[src/rtl/mem_stage_vl_pkg.sv]
// Shared definitions for the MEM pipeline stage: default widths, bus field
// offsets, load opcodes and FSM state encoding.
package mem_stage_vl_pkg;

    localparam int unsigned DefDw  = 32;
    localparam int unsigned DefPcw = 32;
    localparam int unsigned DefRw  = 5;

    // exe_to_mem_bus = {ld_op, alu_result, res_from_mem, req_issued, gr_we, dest, pc}
    function automatic int unsigned exe_bus_w(int unsigned dw, int unsigned rw, int unsigned pcw);
        return 3 + dw + 3 + rw + pcw;
    endfunction

    // mem_to_wb_bus = {gr_we, dest, final_result, pc}
    function automatic int unsigned wb_bus_w(int unsigned dw, int unsigned rw, int unsigned pcw);
        return 1 + rw + dw + pcw;
    endfunction

    // Load opcodes; 101..111 fall back to a full-word load.
    localparam logic [2:0] LdW  = 3'b000;
    localparam logic [2:0] LdB  = 3'b001;
    localparam logic [2:0] LdH  = 3'b010;
    localparam logic [2:0] LdBu = 3'b011;
    localparam logic [2:0] LdHu = 3'b100;

    typedef enum logic [1:0] {
        StIdle    = 2'd0,
        StWait    = 2'd1,
        StHold    = 2'd2,
        StDiscard = 2'd3
    } mem_state_e;

endpackage

[src/rtl/mem_stage_vl_load_extend.sv]
// Sub-word load extraction: selects the addressed byte/halfword and applies
// sign or zero extension.
module mem_stage_vl_load_extend
    import mem_stage_vl_pkg::*;
#(
    parameter int unsigned DW = 32
) (
    input  logic [2:0]    ld_op_i,
    input  logic [1:0]    offset_i,
    input  logic [DW-1:0] data_i,
    output logic [DW-1:0] result_o
);

    logic [7:0]  byte_sel;
    logic [15:0] half_sel;

    // Byte lane select by address offset.
    always_comb begin
        byte_sel = data_i[7:0];
        unique case (offset_i)
            2'd0: byte_sel = data_i[7:0];
            2'd1: byte_sel = data_i[15:8];
            2'd2: byte_sel = data_i[23:16];
            2'd3: byte_sel = data_i[31:24];
            default: byte_sel = data_i[7:0];
        endcase
    end

    assign half_sel = offset_i[1] ? data_i[31:16] : data_i[15:0];

    // Extension according to the load opcode.
    always_comb begin
        result_o = data_i;
        case (ld_op_i)
            LdB:     result_o = {{(DW-8){byte_sel[7]}}, byte_sel};
            LdH:     result_o = {{(DW-16){half_sel[15]}}, half_sel};
            LdBu:    result_o = {{(DW-8){1'b0}}, byte_sel};
            LdHu:    result_o = {{(DW-16){1'b0}}, half_sel};
            default: result_o = data_i;
        endcase
    end

endmodule

[src/rtl/mem_stage_vl.sv]
// MEM pipeline stage with variable-latency data-SRAM response. Holds the
// response while WB stalls and swallows the stale response after a flush.
module mem_stage_vl
    import mem_stage_vl_pkg::*;
#(
    parameter  int unsigned DW        = DefDw,
    parameter  int unsigned PCW       = DefPcw,
    parameter  int unsigned RW        = DefRw,
    localparam int unsigned EXE_BUS_W = 3 + DW + 3 + RW + PCW,
    localparam int unsigned WB_BUS_W  = 1 + RW + DW + PCW,
    localparam int unsigned FWD_BUS_W = 2 + RW + DW
) (
    input  logic                 clk,
    input  logic                 reset,
    input  logic                 exe_to_mem_valid,
    output logic                 mem_allow_in,
    input  logic [EXE_BUS_W-1:0] exe_to_mem_bus,
    input  logic                 wb_allow_in,
    output logic                 mem_to_wb_valid,
    output logic [WB_BUS_W-1:0]  mem_to_wb_bus,
    input  logic                 data_sram_data_ok,
    input  logic [DW-1:0]        data_sram_rdata,
    input  logic                 flush,
    output logic [FWD_BUS_W-1:0] mem_fwd_bus
);

    localparam int unsigned PcLsb     = 0;
    localparam int unsigned DestLsb   = PCW;
    localparam int unsigned GrWeBit   = PCW + RW;
    localparam int unsigned ReqBit    = GrWeBit + 1;
    localparam int unsigned ResMemBit = ReqBit + 1;
    localparam int unsigned AluLsb    = ResMemBit + 1;
    localparam int unsigned LdOpLsb   = AluLsb + DW;

    logic [EXE_BUS_W-1:0] mem_reg_q;
    logic                 mem_valid_q;
    logic                 mem_valid_d;
    mem_state_e           state_q;
    logic [DW-1:0]        rdata_buf_q;

    logic [2:0]     mem_ld_op;
    logic [DW-1:0]  mem_alu_result;
    logic           mem_res_from_mem;
    logic           mem_req_issued;
    logic           mem_gr_we;
    logic [RW-1:0]  mem_dest;
    logic [PCW-1:0] mem_pc;

    logic          need_data;
    logic          mem_ready_go;
    logic          accept;
    logic          start_req;
    logic [DW-1:0] mem_data;
    logic [DW-1:0] load_result;
    logic [DW-1:0] final_result;
    logic          fwd_valid;
    logic          fwd_block;

    assign mem_ld_op        = mem_reg_q[LdOpLsb +: 3];
    assign mem_alu_result   = mem_reg_q[AluLsb +: DW];
    assign mem_res_from_mem = mem_reg_q[ResMemBit];
    assign mem_req_issued   = mem_reg_q[ReqBit];
    assign mem_gr_we        = mem_reg_q[GrWeBit];
    assign mem_dest         = mem_reg_q[DestLsb +: RW];
    assign mem_pc           = mem_reg_q[PcLsb +: PCW];

    // Handshake: a request-carrying instruction waits for data_ok, or uses the held buffer.
    assign need_data    = mem_valid_q && mem_req_issued;
    assign mem_ready_go = !need_data || ((state_q == StWait) && data_sram_data_ok) ||
                          (state_q == StHold);
    assign mem_allow_in = (state_q != StDiscard) &&
                          (!mem_valid_q || (mem_ready_go && wb_allow_in));
    assign accept       = mem_allow_in && exe_to_mem_valid;
    assign start_req    = accept && !flush && exe_to_mem_bus[ReqBit];

    assign mem_to_wb_valid = mem_valid_q && mem_ready_go && !flush;

    // Valid bit next state: flush kills, otherwise follow EXE when allowed in.
    always_comb begin
        mem_valid_d = mem_valid_q;
        if (flush) begin
            mem_valid_d = 1'b0;
        end else if (mem_allow_in) begin
            mem_valid_d = exe_to_mem_valid;
        end
    end

    // Stage register and valid bit; the payload only moves on an actual transfer.
    always_ff @(posedge clk) begin
        if (reset) begin
            mem_valid_q <= 1'b0;
            mem_reg_q   <= '0;
        end else begin
            mem_valid_q <= mem_valid_d;
            if (accept) begin
                mem_reg_q <= exe_to_mem_bus;
            end
        end
    end

    // Response-tracking FSM; DISCARD absorbs the response of a flushed request.
    always_ff @(posedge clk) begin
        if (reset) begin
            state_q     <= StIdle;
            rdata_buf_q <= '0;
        end else begin
            unique case (state_q)
                StIdle: begin
                    if (start_req) begin
                        state_q <= StWait;
                    end
                end
                StWait: begin
                    if (flush) begin
                        state_q <= data_sram_data_ok ? StIdle : StDiscard;
                    end else if (data_sram_data_ok) begin
                        if (wb_allow_in) begin
                            state_q <= start_req ? StWait : StIdle;
                        end else begin
                            state_q     <= StHold;
                            rdata_buf_q <= data_sram_rdata;
                        end
                    end
                end
                StHold: begin
                    if (flush) begin
                        state_q <= StIdle;
                    end else if (wb_allow_in) begin
                        state_q <= start_req ? StWait : StIdle;
                    end
                end
                StDiscard: begin
                    if (data_sram_data_ok) begin
                        state_q <= StIdle;
                    end
                end
                default: state_q <= StIdle;
            endcase
        end
    end

    assign mem_data = (state_q == StHold) ? rdata_buf_q : data_sram_rdata;

    mem_stage_vl_load_extend #(
        .DW (DW)
    ) u_load_extend (
        .ld_op_i  (mem_ld_op),
        .offset_i (mem_alu_result[1:0]),
        .data_i   (mem_data),
        .result_o (load_result)
    );

    assign final_result = mem_res_from_mem ? load_result : mem_alu_result;

    assign mem_to_wb_bus = {mem_gr_we, mem_dest, final_result, mem_pc};

    // Bypass info for ID; block means the load result is not yet available.
    assign fwd_valid   = mem_valid_q && mem_gr_we && (mem_dest != '0);
    assign fwd_block   = fwd_valid && mem_res_from_mem && !mem_ready_go;
    assign mem_fwd_bus = {fwd_valid, fwd_block, mem_dest, final_result};

endmodule

[config.mk]
export PLATFORM = sky130hd
export DESIGN_NAME = mem_stage_vl
export DESIGN_NICKNAME = d
export VERILOG_FILES = /design/src/rtl/mem_stage_vl_pkg.sv /design/src/rtl/mem_stage_vl_load_extend.sv /design/src/rtl/mem_stage_vl.sv
export SDC_FILE = /design/constraint.sdc
export NUM_CORES = 1
export LEC_CHECK = 0
export BUFFER_PORTS_ARGS = -buffer_cell sky130_fd_sc_hd__buf_2
export CAP_MARGIN = 5
export CORE_UTILIZATION = 40
export CTS_CLUSTER_DIAMETER = 50
export DETAILED_ROUTE_END_ITERATION = 12
export PLACE_DENSITY = 0.77
export RECOVER_POWER = 50
export SYNTH_ARGS = -nofsm -noshare
export SYNTH_HDL_FRONTEND = slang
export SYNTH_SLANG_ARGS = --single-unit
[constraint.sdc]
create_clock -name clk -period 3.1 [get_ports clk]
set_input_delay 0.62 -clock clk [delete_from_list [all_inputs] [get_ports clk]]
set_output_delay 0.62 -clock clk [all_outputs]
set_load 0.005 [all_outputs]
==> flow_summary.toml, run 1 <==
[grt]
grt_max_degree = 68
grt-ovfl-total = 0
track_usage = 0.216
grt_pass1_vias = 4696
antenna_found_initial = 1
grt_pass1_wl_mm = 25.0

[layout]
fin_util = 0.480
diodes = 0
fillCellCount = 1401
areaGrowthSynthToFinish_pct = 17.5
layout_common_cells = "buf_2 (202), dfxtp_1 (109), nor2_1 (102)"
fin_area_um2 = 6950
nets = 935
final_layout_size_suffix_gt1_frac = 0.307
layout_commonest_cell = "buf_2"

[worst_setup_path]
cp_data_required_time_ps = 2480
cp_slowest_cell = "dfxtp_1"
critPathArrivalTime_ps = 2360
crit_fanout = 8
timing.critical_path.buf_inv = 1
cp_top_family = "simple AND/OR/NAND/NOR gates"
worstPathCellList = "nand2_1 -> or2_2 -> nand3_1 -> a221oi_1 -> a221oi_1 -> buf_2"
critPathLaunchType = "flip-flop"
cpMostUsedCell = "a221oi_1"
cp-end-kind = "output port"
crit_type = "flip-flop to output port"
cpPeakStageDelay_ps = 510

[power_and_ir_drop]
pwr_density_cell_nw_per_um2 = 488
power.leakage_uw = 0.00331
peakVddDrop_v = 0.000256

[clock_network]
cts_buffers = 9
worstSkewPairLatency_ps = 350
cts_sinks = 110
path_clk_slew_ps = 70
cts_tree = "yes"
htree_levels = 3
clockBufferDepth = 2
root_buffer = "clkbuf_16"

[die]
die_y_um = 124
initial_core_util = 0.409
fp.dieW_um = 124
rows = 44
ioPinCount = 224
core_um2 = 14500
dieArea_um2 = 15300

[drt]
wl_met1_mm = 7.53
route.met2.wl_mm = 7.60
route.vias.total = 5202
drtIter0Drc = 433
first_pass_iters = 5
finalWirelength_mm = 16.6
ant_nets = 0
routed_via_density = 5.15
post-route-drc-count = 0
routed.top_layer = "met5"
routedWlPerCell_um = 16.4
dr_wl_met3_mm = 1.17

[hold_path]
hold_path.class = "flip-flop to flip-flop"

[timing]
finalCritPeriodShare = 0.960
tightest_slew_ps = 1240
maxSlewHeadroom = 0.175
setup_viol = 0
hold_violations = 0
clock.fmax_ghz = 0.336
layout_min_cycle_time_ps = 2980
finalMaxSlewViolations = 0
clock_skew_ps = 4.57

[synthesis]
syn_area_um2 = 5920
yosysTopAreaCell = "dfxtp_1"
syn_avg_cell_area_um2 = 8.46
synthTopCellsByArea = "dfxtp_1 (37%), mux2i_1 (18%), buf_4 (11%)"
syn-num-nets = 812
syn_inst = 699
synth_top_area_frac = 0.372
yosys_warnings = 0
seq_area_frac_synth = 0.372
ys_ff_latch = 110
synth_cell_types = 39

[placement]
gp_congestion = 0.961
post_dp_cell_area_um2 = 6630
dpl.hpwl_mm = 12.2
numPortBuffers = 223

[job]
drv_cap = 0

[run_status]
outcome = "completed"
-- report_power, final --
part | leakage (uW) | total, uW | internal [uW] | switching (uW)
clock | 0.000154 | 1220 | 680 | 541
combinational | 0.00226 | 647 | 302 | 345
sequential | 0.000901 | 1530 | 1480 | 49.3
total | 0.00331 | 3390 | 2460 | 935
-- final timing paths --
path / end / cells past startpoint / slack (ps) / start
setup / recovery: mem_to_wb_bus[34] / 6 / 120 / mem_reg_q[40]
hold / removal: rdata_buf_q[27] / 2 / 460 / rdata_buf_q[27]
setup reg to reg: mem_reg_q[54] / 7 / 290 / state_q[1]
hold reg to reg: rdata_buf_q[27] / 2 / 460 / rdata_buf_q[27]
-- cells by family after synthesis --
group | after synthesis | synth area share
and+or+nand+nor | 215 | 0.152
buffers and inverters | 134 | 0.143
AOI/OAI and AO/OA | 130 | 0.139
DFF | 110 | 0.372
muxes | 108 | 0.191
xor gates and xnor gates | 2 | 0.00296
-- worst reg2reg max path, cell delays in order, from the launching register on --
cell and delay [ps]:
dfxtp_1 400, clkbuf_1 240, nand2b_1 140, o21ai_0 100, a221oi_1 350, clkbuf_4 1000
mux2i_1 390, nor2_1 60
-- final cells by class --
class                      count  area [um^2]  share of cell area
multi-input combinational    455         2940               0.422
clock buffer                  11          253              0.0364
inverter                       5         18.8             0.00270
tap                          184          230              0.0331
timing repair buffer         241         1240               0.179
sequential                   110         2200               0.317
clock inverter                 5         66.3             0.00954
-- metrics by stage --
step,cells,worst slack (ps),power [uW],TNS (ps),hold slack [ps]
after global routing,1011,-69.9,3570,-168,475
final,1011,123,3390,0,456
after CTS,1010,12.3,3410,0,458
after floorplan,699,414,2000,0,432
after detailed placement,994,382,2190,0,447
after global placement,994,386,2180,0,438
-- metal layers --
layer | GRT usage | vias to the layer above
met5 | 0 | -
met4 | 0.0648 | 2
met3 | 0.0540 | 20
met2 | 0.328 | 188
met1 | 0.300 | 2433
li1 | - | 2559
-- flip-flops by register name, indices dropped and copies added, names as in the netlist --
register     flops
mem_valid_q      1
mem_reg_q       75
state_q          2
rdata_buf_q     32
-- cell usage after synthesis (all sizes together) --
cell and n:
or3b 1, nor3b 1, nor3 4, clkbuf 33
o21ai 31, o311a 1, a221oi 12, mux4 4
a22oi 2, a32o 2, nand2b 10, nor2 102
o211ai 6, a211oi 1, or2 1, a31oi 11
nand3b 1, and2 9, o22a 16, nand2 76
nor4b 1, nand3 4, dfxtp 110, nor2b 3
xnor2 2, a21oi 47, inv 5, and3 1
a21o 1, buf 96, or3 1, mux2i 104
-- what timing repair did --
item / in CTS / in global routing
gates resized for setup: 1 / 10
pin swaps: 0 / 1
endpoints found under the setup margin: 2 / 55
hold buffers: 0 / 0
hold endpoints to repair: 0 / 0
setup buffers: 0 / 1
Note: power is estimated with default switching activity, not from simulation.
==> run 2: changes to the inputs <==
Settings changed: ABC_AREA from default to 1, BUFFER_PORTS_ARGS -buffer_cell sky130_fd_sc_hd__buf_2 to default, DONT_BUFFER_PORTS from default to 1, PLACE_DENSITY 0.77 to 0.64, SYNTH_HIERARCHICAL from default to 1.
==> flow_summary.toml, run 2 <==
[synthesis]
ys_ff_latch = 110
synthTopCellsByArea = "dfxtp_1 (35%), nand2_1 (15%), buf_4 (9.4%)"
synth_most_common_cell = "nand2_1"
yosys_warnings = 6
synth-async-reset-ratio = 0
synthFlopType = "dfxtp_1"
synth-edff-count = 0
syn_area_um2 = 6310
synth_top_area_frac = 0.349
netlist_top_cells_count = "nand2_1 (250), dfxtp_1 (110), o21ai_0 (94)"
syn-num-nets = 1062
yosysTopAreaCell = "dfxtp_1"
syn_avg_cell_area_um2 = 6.65
syn_inst = 949
synth_cell_types = 28
seq_area_frac_synth = 0.349

[clock_network]
htree_levels = 3
clockBufferDepth = 2
path_clk_slew_ps = 80
cts_buffers = 9
cts_tree = "yes"
worstSkewPairLatency_ps = 350
root_buffer = "clkbuf_16"
cts_sinks = 110

[placement]
dpl.hpwl_mm = 12.4
gp_congestion = 0.879
numPortBuffers = 0
place_ws_ps = 369

[worst_setup_path]
path_depth = 9
cp_data_required_time_ps = 2480
cp_slowest_cell = "dfxtp_1"
cpPeakStageDelay_ps = 480
cp-end-kind = "output port"
critPathLaunchType = "flip-flop"
worstRegToRegCells = 10
critPathArrivalTime_ps = 2290
timing.critical_path.buf_inv = 2
crit_type = "flip-flop to output port"
cp_top_family = "simple AND/OR/NAND/NOR gates"
worstPathCellList = "inv_1 -> nand3_4 -> nand2_4 -> nor2_8 -> buf_12 -> nand2_2 -> nand3_2 -> nand2_1 -> o21ai_0"
crit_fanout = 17

[drt]
drtIter0Drc = 524
first_pass_iters = 4
ant_nets = 0
routed_via_density = 5.23
post-route-drc-count = 0
routedWlPerCell_um = 16.3
finalWirelength_mm = 17.2
route.vias.total = 5536

[layout]
reg_top3 = "mem_reg_q (75), rdata_buf_q (32), state_q (2)"
fin_util = 0.405
largest_reg_flops = 75
final_layout_size_suffix_gt1_frac = 0.0921
areaGrowthSynthToFinish_pct = -1.72
nets = 955
regMostFlops = "mem_reg_q"
layout_commonest_cell = "nand2_1"
diodes = 0
layout_common_cells = "nand2_1 (250), dfxtp_1 (108), o21ai_0 (97)"

[die]
ioPinCount = 224
initial_core_util = 0.412
fp.dieW_um = 128
die_y_um = 128
rows = 45
core_um2 = 15300
dieArea_um2 = 16300

[timing]
clock_skew_ps = 9.13
finalMaxSlewViolations = 0
rsz0062_at_grt = "no"
setup_slack_ps = 185
finalSetupTns_ps = 0
setup_viol = 0
clock.fmax_ghz = 0.343
tightest_slew_ps = 1190
hold_violations = 0
layout_min_cycle_time_ps = 2910
finalCritPeriodShare = 0.940
maxSlewHeadroom = 0.208
worst_hold_slack_ps = 323

[run_status]
outcome = "completed"

[grt]
grt_pass1_wl_mm = 26.0
track_usage = 0.205
grt_max_degree = 66
antenna_found_initial = 0
grt-ovfl-total = 0
grt_pass1_vias = 4948

[power_and_ir_drop]
p_total_uw = 3350
pwr_density_cell_nw_per_um2 = 540
power.leakage_uw = 0.00271
peakVddDrop_v = 0.000291

[hold_path]
holdPathStages = 1
hold_path.class = "primary input to flip-flop"

[job]
drv_cap = 0
[run 2: cell count changes in the layout (fill, tap and decap cells not counted), moves of 16 or more]
cell / before / now
inv_1: 5 / 47
nand3_1: 4 / 90
a21oi_1: 47 / 78
clkbuf_1: 22 / 1
nand4_1: 0 / 16
nor2_1: 102 / 73
o22a_1: 16 / 0
buf_2: 202 / 0
mux2i_1: 101 / 0
nand2_1: 76 / 250
o21ai_0: 31 / 97
[run 2: final cells by class]
type | count | area (um^2)
Clock buffer | 11 | 243
Clock inverter | 5 | 57.6
Fill cell | 1664 | 9110
Inverter | 53 | 205
Multi-Input combinational cell | 647 | 3060
Sequential cell | 110 | 2200
Tap cell | 211 | 264
Timing Repair Buffer | 21 | 171
[run 2: routing by layer]
| metal | up-vias | global-route usage | share of wire |
|---|---|---|---|
| li1 | 2799 | - | - |
| met1 | 2485 | 0.255 | 0.42 |
| met2 | 222 | 0.315 | 0.45 |
| met3 | 30 | 0.0846 | 0.10 |
| met4 | 0 | 0.0844 | 0.030 |
| met5 | - | 0 | 0 |
[run 2: what timing repair did]
action,in CTS,in global routing
endpoints found under the hold margin,0,0
gates resized for setup,1,8
hold buffers,0,0
pin swaps,0,3
setup buffers,0,4
endpoints found under the setup margin,6,62
cloned,0,2
[run 2: final timing paths]
path	from	end	slack (ps)
hold / removal	reset	mem_reg_q[24]	320
hold reg to reg	mem_reg_q[69]	mem_reg_q[69]	450
setup / recovery	mem_reg_q[73]	mem_to_wb_bus[33]	190
setup reg to reg	state_q[0]	mem_reg_q[66]	440
[run 2: logic make-up after synthesis]
logic type / share of synthesized area
and+or+nand+nor: 0.327
DFF: 0.349
AOI/OAI and AO/OA: 0.146
buffers and inverters: 0.178
[run 2: where the power goes]
part           leakage, uW  internal (uW)  switching (uW)
logic              0.00166            198             401
registers         0.000904           1500            65.9
clock network     0.000150            652             535
[run 2: through the flow]
step                instance area [um^2]  cells
floorplan                           6310    949
global placement                    5810   1036
detailed placement                  5810   1036
CTS                                 6120   1052
global route                        6200   1058
finish                              6200   1058
[run 2: worst reg2reg max path, cell delays in order (launching register included)]
cell      delay, ps
dfxtp_2         380
inv_2            60
nand2_2         140
buf_4           210
nand3_1         150
nand2_1         170
nand2_1         120
nand3_4         100
clkbuf_2        890
o21ai_0         190
a21oi_1         170
